===== src/rtl/ioctl_loader_pkg.sv =====
// ioctl_loader_pkg
// Shared types and constants for the ioctl boot-image RAM loader.
//   state_e    : loader session state (IDLE, LOAD, FLUSH)
//   BYTE_W     : width of one ioctl byte lane
//   PAD_BYTE   : fill value for lanes not covered by a short final word
//   CHECKSUM_W : width of the running byte checksum
package ioctl_loader_pkg;

  typedef enum logic [1:0] {
    IDLE  = 2'd0,
    LOAD  = 2'd1,
    FLUSH = 2'd2
  } state_e;

  localparam int BYTE_W = 8;
  localparam logic [BYTE_W-1:0] PAD_BYTE = 8'hFF;
  localparam int CHECKSUM_W = 16;

  // Number of byte lanes in a RAM word.
  function automatic int lanes_per_word(input int data_width);
    return data_width / BYTE_W;
  endfunction

endpackage


===== src/rtl/ioctl_ram_loader_byte_packer.sv =====
// byte_packer
// Assembles little-endian RAM words from a byte stream.
//   clock, reset : clock and synchronous active-high reset
//   clear_i      : drop any partially assembled word
//   accept_i     : byte_i is taken into the current lane this cycle
//   byte_i       : incoming byte
//   word_done_o  : this accepted byte fills the top lane (word_o is complete)
//   word_o       : current shift contents with byte_i merged into its lane
//   partial_o    : at least one lane holds a byte of an unfinished word
//   pad_word_o   : unfinished word with the unfilled lanes set to PAD_BYTE
module byte_packer
  import ioctl_loader_pkg::*;
#(
  parameter int DATA_WIDTH = 16
) (
  input  logic                  clock,
  input  logic                  reset,
  input  logic                  clear_i,
  input  logic                  accept_i,
  input  logic [BYTE_W-1:0]     byte_i,
  output logic                  word_done_o,
  output logic [DATA_WIDTH-1:0] word_o,
  output logic                  partial_o,
  output logic [DATA_WIDTH-1:0] pad_word_o
);

  localparam int BYTES = lanes_per_word(DATA_WIDTH);
  localparam int IDX_W = (BYTES > 1) ? $clog2(BYTES) : 1;

  logic [IDX_W-1:0]      idx_q;
  logic [DATA_WIDTH-1:0] shift_q;
  logic                  last_lane;

  assign last_lane   = (idx_q == IDX_W'(BYTES - 1));
  assign word_done_o = accept_i && last_lane;
  assign partial_o   = (idx_q != '0);

  always_comb begin
    word_o     = shift_q;
    pad_word_o = shift_q;
    for (int l = 0; l < BYTES; l++) begin
      if (idx_q == IDX_W'(l)) begin
        word_o[l*BYTE_W +: BYTE_W] = byte_i;
      end
      // Lanes at or above the index have not been written yet.
      if (l >= int'(idx_q)) begin
        pad_word_o[l*BYTE_W +: BYTE_W] = PAD_BYTE;
      end
    end
  end

  always_ff @(posedge clock) begin
    if (reset || clear_i) begin
      idx_q   <= '0;
      shift_q <= '0;
    end else if (accept_i) begin
      if (last_lane) begin
        idx_q   <= '0;
        shift_q <= '0;
      end else begin
        idx_q   <= idx_q + IDX_W'(1);
        shift_q <= word_o;
      end
    end
  end

endmodule


===== src/rtl/ioctl_ram_loader.sv =====
// ioctl_ram_loader
// Streams a boot image from the ioctl byte interface into a single-port RAM,
// packing bytes into words written at consecutive addresses from 0. While
// idle, the CPU port is passed straight through to the RAM.
//   clock, reset            : clock and synchronous active-high reset
//   ioctl_download          : high for the whole load session
//   ioctl_wr, ioctl_dout    : one-cycle byte strobe and its data
//   cpu_cs, cpu_wren,
//   cpu_address, cpu_data   : CPU-side RAM request
//   cpu_q                   : CPU read data (all ones while loading)
//   ram_cs, ram_wren,
//   ram_address, ram_data   : RAM port drive
//   ram_q                   : RAM read data
//   loading                 : session in progress (LOAD or FLUSH)
//   load_done               : one-cycle pulse after the session closes
//   word_count              : words written this session
//   checksum                : sum of accepted bytes modulo 2^16
//   overflow                : sticky, bytes beyond RAM capacity were dropped
module ioctl_ram_loader
  import ioctl_loader_pkg::*;
#(
  parameter int ADDR_WIDTH = 8,
  parameter int DATA_WIDTH = 8
) (
  input  logic                  clock,
  input  logic                  reset,
  input  logic                  ioctl_download,
  input  logic                  ioctl_wr,
  input  logic [BYTE_W-1:0]     ioctl_dout,
  input  logic                  cpu_cs,
  input  logic                  cpu_wren,
  input  logic [ADDR_WIDTH-1:0] cpu_address,
  input  logic [DATA_WIDTH-1:0] cpu_data,
  output logic [DATA_WIDTH-1:0] cpu_q,
  output logic                  ram_cs,
  output logic                  ram_wren,
  output logic [ADDR_WIDTH-1:0] ram_address,
  output logic [DATA_WIDTH-1:0] ram_data,
  input  logic [DATA_WIDTH-1:0] ram_q,
  output logic                  loading,
  output logic                  load_done,
  output logic [ADDR_WIDTH:0]   word_count,
  output logic [CHECKSUM_W-1:0] checksum,
  output logic                  overflow
);

  localparam logic [ADDR_WIDTH:0] CAPACITY = {1'b1, {ADDR_WIDTH{1'b0}}};

  state_e                  state_q;
  logic                    wr_pend_q;
  logic [ADDR_WIDTH-1:0]   wr_addr_q;
  logic [DATA_WIDTH-1:0]   wr_data_q;
  logic [ADDR_WIDTH:0]     word_count_q;
  logic [CHECKSUM_W-1:0]   checksum_q;
  logic                    overflow_q;
  logic                    load_done_q;

  logic [ADDR_WIDTH:0]     committed;
  logic                    room;
  logic                    accept;
  logic                    pk_clear;
  logic                    pk_done;
  logic                    pk_partial;
  logic [DATA_WIDTH-1:0]   pk_word;
  logic [DATA_WIDTH-1:0]   pk_pad_word;
  logic                    flush_write;

  // A word waiting in the write register already owns its address, so it
  // counts against capacity even though word_count has not advanced yet.
  assign committed   = word_count_q + {{ADDR_WIDTH{1'b0}}, wr_pend_q};
  assign room        = (committed < CAPACITY);
  assign accept      = (state_q == LOAD) && ioctl_wr && room;
  assign pk_clear    = (state_q != LOAD);
  // A word completed in the last LOAD cycle leaves no partial lanes, so the
  // pad write and the pending write never coincide.
  assign flush_write = (state_q == FLUSH) && pk_partial && !wr_pend_q &&
                       (word_count_q < CAPACITY);

  byte_packer #(
    .DATA_WIDTH (DATA_WIDTH)
  ) u_packer (
    .clock       (clock),
    .reset       (reset),
    .clear_i     (pk_clear),
    .accept_i    (accept),
    .byte_i      (ioctl_dout),
    .word_done_o (pk_done),
    .word_o      (pk_word),
    .partial_o   (pk_partial),
    .pad_word_o  (pk_pad_word)
  );

  always_ff @(posedge clock) begin
    if (reset) begin
      state_q      <= IDLE;
      wr_pend_q    <= 1'b0;
      wr_addr_q    <= '0;
      wr_data_q    <= '0;
      word_count_q <= '0;
      checksum_q   <= '0;
      overflow_q   <= 1'b0;
      load_done_q  <= 1'b0;
    end else begin
      load_done_q <= 1'b0;
      wr_pend_q   <= 1'b0;
      if (wr_pend_q || flush_write) begin
        word_count_q <= word_count_q + (ADDR_WIDTH+1)'(1);
      end
      case (state_q)
        IDLE: begin
          if (ioctl_download) begin
            state_q      <= LOAD;
            word_count_q <= '0;
            checksum_q   <= '0;
            overflow_q   <= 1'b0;
          end
        end
        LOAD: begin
          if (ioctl_wr) begin
            if (room) begin
              checksum_q <= checksum_q + CHECKSUM_W'(ioctl_dout);
            end else begin
              overflow_q <= 1'b1;
            end
          end
          if (pk_done) begin
            wr_pend_q <= 1'b1;
            wr_addr_q <= committed[ADDR_WIDTH-1:0];
            wr_data_q <= pk_word;
          end
          if (!ioctl_download) begin
            state_q <= FLUSH;
          end
        end
        FLUSH: begin
          if (pk_partial && !flush_write) begin
            overflow_q <= 1'b1;
          end
          load_done_q <= 1'b1;
          state_q     <= IDLE;
        end
        default: state_q <= IDLE;
      endcase
    end
  end

  always_comb begin
    ram_cs      = 1'b0;
    ram_wren    = 1'b0;
    ram_address = '0;
    ram_data    = '0;
    if (state_q == IDLE) begin
      ram_cs      = cpu_cs;
      ram_wren    = cpu_wren;
      ram_address = cpu_address;
      ram_data    = cpu_data;
    end else if (wr_pend_q) begin
      ram_cs      = 1'b1;
      ram_wren    = 1'b1;
      ram_address = wr_addr_q;
      ram_data    = wr_data_q;
    end else if (flush_write) begin
      ram_cs      = 1'b1;
      ram_wren    = 1'b1;
      ram_address = word_count_q[ADDR_WIDTH-1:0];
      ram_data    = pk_pad_word;
    end
  end

  assign cpu_q      = (state_q == IDLE) ? ram_q : '1;
  assign loading    = (state_q != IDLE);
  assign load_done  = load_done_q;
  assign word_count = word_count_q;
  assign checksum   = checksum_q;
  assign overflow   = overflow_q;

endmodule


===== config.mk =====
export PLATFORM = sky130hd
export DESIGN_NAME = ioctl_ram_loader
export DESIGN_NICKNAME = d
export VERILOG_FILES = /design/src/rtl/ioctl_loader_pkg.sv /design/src/rtl/ioctl_ram_loader_byte_packer.sv /design/src/rtl/ioctl_ram_loader.sv
export SDC_FILE = /design/constraint.sdc
export NUM_CORES = 1
export LEC_CHECK = 0
export CAP_MARGIN = 20
export CORE_UTILIZATION = 47
export CTS_BUF_LIST = sky130_fd_sc_hd__clkbuf_8
export DETAILED_ROUTE_END_ITERATION = 8
export PLACE_DENSITY_LB_ADDON = 0.15
export SYNTH_ARGS = -nofsm -noshare
export SYNTH_HDL_FRONTEND = slang
export SYNTH_SLANG_ARGS = --single-unit

===== constraint.sdc =====
create_clock -name clock -period 2.73 [get_ports clock]
set_input_delay 0.546 -clock clock [delete_from_list [all_inputs] [get_ports clock]]
set_output_delay 0.546 -clock clock [all_outputs]
set_load 0.01 [all_outputs]

Yosys cells after proc, flatten, opt, wreduce, memory -nomap -nowiden
Index checks and enable logic that the tools add are counted.

Bits in registers: 55. Output and inout port bits: 54.

Add/subtract/negate cells: 4. $lt $le $gt $ge: 3. Eq/ne operators: 9. Mux-type cells: 32. Bitwise operators: 2. Reduce and logical (&&, ||, !) cells: 20.

Operators with widths (count): 8-bit two-way mux (10); 16-bit two-way mux (3); 16-bit case mux with 2 select lines (1); 9-bit two-way mux (3); 9-bit < comparator (second input constant) (2); 16-bit by 8-bit adder with 16-bit output (1); 1-bit two-way mux (11); 2-bit inequality test (second input constant) (5); 9-bit by 1-bit adder with 9-bit output (1); 9-bit by 1-bit adder with 9-bit output (second input constant) (1); 1-bit logical AND (7); 5-bit AND reduction (1); 2-bit two-way mux (2); 2-bit by 1-bit inequality test with 1-bit output (second input constant) (2); 2-bit case mux with 2 select lines (1); 2-bit AND reduction (2); 4-bit AND reduction (1); 2-bit nonzero test (2); 1-bit case mux with 3 select lines (1); 3-bit nonzero test (1); 2-bit by 1-bit equality test with 1-bit output (second input constant) (1); 2-bit equality test (second input constant) (1); 1-bit zero test (2); 2-bit zero test (1); 5 further kinds (7).

Longest topological paths before layout
Word-level depth: 8. Depth in mapped cells: 10. Depth with buffers taken out: 8.

By module
Synthesis repeated with hierarchy kept, for this count alone.

Cell total of the unflattened synthesis: 376. Area, all modules: 2965.3 µm².

Modules (own cells, without submodules): ioctl_ram_loader (times used 1, cells each 356, area each 2822.7 µm²); byte_packer (times used 1, cells each 20, area each 142.6 µm²).

Worst setup path after synthesis
Ideal clock, no wire load.

Path type: input port to flip-flop. Start: input port ioctl_dout[0]. End: register checksum_q[6], in the netlist checksum[6]. Library setup time: 74 ps. Arrival time: 2170 ps. Setup slack: 485 ps. Stages on the path: 8. Path through: ha_1 -> inv_1 -> fa_1 -> nand2b_1 -> a21oi_1 -> o21ai_0 -> a2111o_1 -> a31oi_1.

Longest elaborated chain between the ends: 4.

Ends and longest elaborated chain: from (decl) (line ioctl_ram_loader.sv:29) `input logic [BYTE_W-1:0] ioctl_dout,`; 16-bit by 8-bit adder with 16-bit output (line ioctl_ram_loader.sv:121) `checksum_q <= checksum_q + CHECKSUM_W'(ioctl_dout);`; 16-bit two-way mux (line ioctl_ram_loader.sv:120) `if (room) begin`; 16-bit two-way mux (line ioctl_ram_loader.sv:119) `if (ioctl_wr) begin`; 16-bit case mux with 2 select lines (line ioctl_ram_loader.sv:109) `case (state_q)`; to (signal assigned) (line ioctl_ram_loader.sv:121); to (decl) (line ioctl_ram_loader.sv:54) `logic [CHECKSUM_W-1:0] checksum_q;`.

No other way between the ends. The select of a mux whose other input is x is not followed. A chain may end at the register's enable or synchronous reset.

Worst setup path in the final report
Start: input port ioctl_dout[0]. End: register checksum_q[14], in the netlist checksum[14].

Same word-level chain as after synthesis.

==> results.sh <==
export IMPL_status="finished, final reports clean"
export IMPL_final_cell_area_um2=3840
export IMPL_cp_max_fo=4
export IMPL_ant_nets=0
export IMPL_period_share_pct=94.2
export IMPL_area_growth_syn_to_layout_pct=43.0
export IMPL_vias_per_cell=5.27
export IMPL_track_usage_pct=22.8
export IMPL_cts_root_buffer="clkbuf_8"
export IMPL_post_cts_buffers=0
export IMPL_nFillCells=480
export IMPL_yosysMostFrequentCell="nand2_1"
export IMPL_crit_type="in -> reg"
export IMPL_synth_area_top_cells="dfxtp_1, mux2i_1, nand2_1"
export IMPL_crit_required_ns=2.91
export IMPL_final_nets=491
export IMPL_yosysTopAreaCell="dfxtp_1"
export IMPL_crit_path_end_kind="flip-flop"
export IMPL_yosysSeqAreaShare_pct=34.3
export IMPL_ys_seq_elements=46
export IMPL_p_leak_nw=1.55
export IMPL_grt_pass1_vias=2391
export IMPL_peakVddDrop_mv=0.221
export IMPL_globalplace_congestion=0.848
export IMPL_drt_total_wl_um=6680
export IMPL_synthArstFlopShare_pct=0
export IMPL_cts_tree="built"
export IMPL_clk_insertion_delay_late_ns=0.30
export IMPL_place_inst=502
export IMPL_core_um2=5510
export IMPL_synth_area_um2=2680
export IMPL_cts_buffer_depth=2
export IMPL_skew_ns=0.00538
export IMPL_period_minus_slack_ns=2.57
export IMPL_num_vias=2686
export IMPL_synth_edf_count=0
export IMPL_cts_htree_levels=2
export IMPL_diodes=0
export IMPL_port_buffers=91
export IMPL_synthDominantCellAreaShare_pct=34.3
export IMPL_grt_setup_unrepaired="false"
export IMPL_place_area_um2=3740
export IMPL_hold_path_class="reg -> reg"
export IMPL_power_w=0.00158
export IMPL_hpwl_um=5070
export IMPL_setup_violations=0
export IMPL_synthTopCellsByCount="nand2_1, dfxtp_1, nor2_1, o21ai_0, mux2i_1"
export IMPL_place_ws_ns=-0.261
export IMPL_antenna_found_initial=0
export IMPL_crit_arrival_ns=2.75
export IMPL_pwr_density_cell_nw_per_um2=412
export IMPL_cts_sinks=46
export IMPL_grt_pass1_wl_um=11000
export IMPL_grt_overflow=0
export IMPL_timing_final_ws_setup_ns=0.160
export IMPL_die_area_um2=6010
export IMPL_yosysWarnings=0
export IMPL_maxCapViolCount=0
export IMPL_cp_start_kind="primary input"
export IMPL_start_util_pct=48.7
export IMPL_grt_max_degree=49
export IMPL_dr_pass1_iters=4
export IMPL_utilization_pct=69.7
export IMPL_drt_initial_drc_count=99
export IMPL_drc=0
export IMPL_cts_made_buffers=5
export IMPL_hold_viol_final=0
export IMPL_slew_headroom_pct=52.9
export IMPL_slew_violations=0
export IMPL_layout_drive_gt1_share_pct=5.71
export IMPL_instances_no_fill=510
export IMPL_die_width_um=77.6
export IMPL_max_freq_ghz=0.389
export IMPL_synth_area_per_cell_um2=7.87
export IMPL_row_count=27
export IMPL_worstMarginPinSlew_ns=0.703
export IMPL_syn_inst=341
export IMPL_wire_per_inst_um=13.1
export IMPL_die_h_um=77.6
export IMPL_path_clk_slew_ns=0.08
export IMPL_ios=92
export IMPL_synthDistinctLibCells=42
export IMPL_synthFlopType="dfxtp_1"
export IMPL_syn_nets=395
==> layer usage <==
| metal | vias up | wire (um) | track usage (%) |
|---|---|---|---|
| met1 | 1231 | 3010 | 28.4 |
| met4 | 0 | 95 | 7.36 |
| met3 | 10 | 312 | 3.65 |
| met2 | 67 | 3260 | 39.6 |
| li1 | 1378 | - | - |
| met5 | - | 0 | 0 |
==> sequential cells by signal, summed over array words and instances (netlist names) <==
name and count:
state_q 2, wr_pend_q 1, wr_addr_q 8, checksum 16, load_done 1, overflow 1
wr_data_q 8, word_count 9
==> layout by cell type, fill, tap and decap left out, types with 5 or more instances in the layout <==
| cell type | synthesis | layout |
|---|---|---|
| clkdlybuf4s50_1 | 0 | 91 |
| nand2_1 | 56 | 56 |
| dfxtp_1 | 46 | 46 |
| nor2_1 | 38 | 38 |
| o21ai_0 | 30 | 30 |
| mux2i_1 | 22 | 22 |
| a21oi_1 | 19 | 18 |
| nand2b_1 | 16 | 16 |
| ha_1 | 15 | 15 |
| buf_4 | 1 | 13 |
| inv_1 | 11 | 12 |
| nand3_1 | 9 | 9 |
| xor2_1 | 8 | 8 |
| or3_1 | 7 | 7 |
| clkbuf_8 | 0 | 6 |
| nand4_1 | 5 | 5 |
==> power by group <==
group | total (W) | switching [W] | internal (W)
Clock | 0.000425 | 0.000224 | 0.000201
Combinational | 0.000452 | 0.000217 | 0.000235
Sequential | 0.000702 | 0.0000140 | 0.000688
==> layout make-up <==
cell class / instances / area, um2 / share of cell area, %
Sequential cell: 46 / 921 / 24.0
Timing Repair Buffer: 106 / 1050 / 27.3
Clock inverter: 2 / 8.76 / 0.228
Tap cell: 72 / 90.1 / 2.35
Inverter: 11 / 41.3 / 1.08
Multi-Input combinational cell: 267 / 1640 / 42.9
Clock buffer: 6 / 82.6 / 2.15
==> kinds of logic after synthesis <==
| kind of cell | synth area share, % |
|---|---|
| buf+inv | 4.52 |
| compound gates | 15.9 |
| flops | 34.3 |
| mux | 8.21 |
| simple gates | 25.4 |
| fa+ha+maj | 7.74 |
| xor+xnor | 3.92 |
==> final timing paths <==
path         cells after the start  slack [ns]          start           end
min                              2        0.47   checksum[15]  checksum[15]
max                              9        0.16  ioctl_dout[0]  checksum[14]
min reg2reg                      2        0.47   checksum[15]  checksum[15]
max reg2reg                      7        0.33  word_count[0]  checksum[15]
==> worst max-delay path, cell delays in order <==
cell and delay (ns):
clkdlybuf4s50_1 0.48, ha_1 0.17, inv_1 0.06, fa_1 0.37, nand2b_1 0.19, a21oi_2 0.22
o21ai_0 0.20, o311ai_0 0.39, o41ai_1 0.13
==> timing repair <==
| item | 4_1_cts | 5_1_grt |
|---|---|---|
| endpoints found under the setup margin | 0 | 3 |
| hold buffers | 0 | 0 |
| gates resized for setup | 0 | 1 |
==> metrics by stage <==
stage               setup TNS [ns]  hold WS [ns]
CTS                              0         0.478
global placement            -0.489         0.453
finish                           0         0.475
floorplan                        0         0.463
global route                     0         0.502
detailed placement          -0.867         0.470
Note: power is estimated with default switching activity, not from simulation.
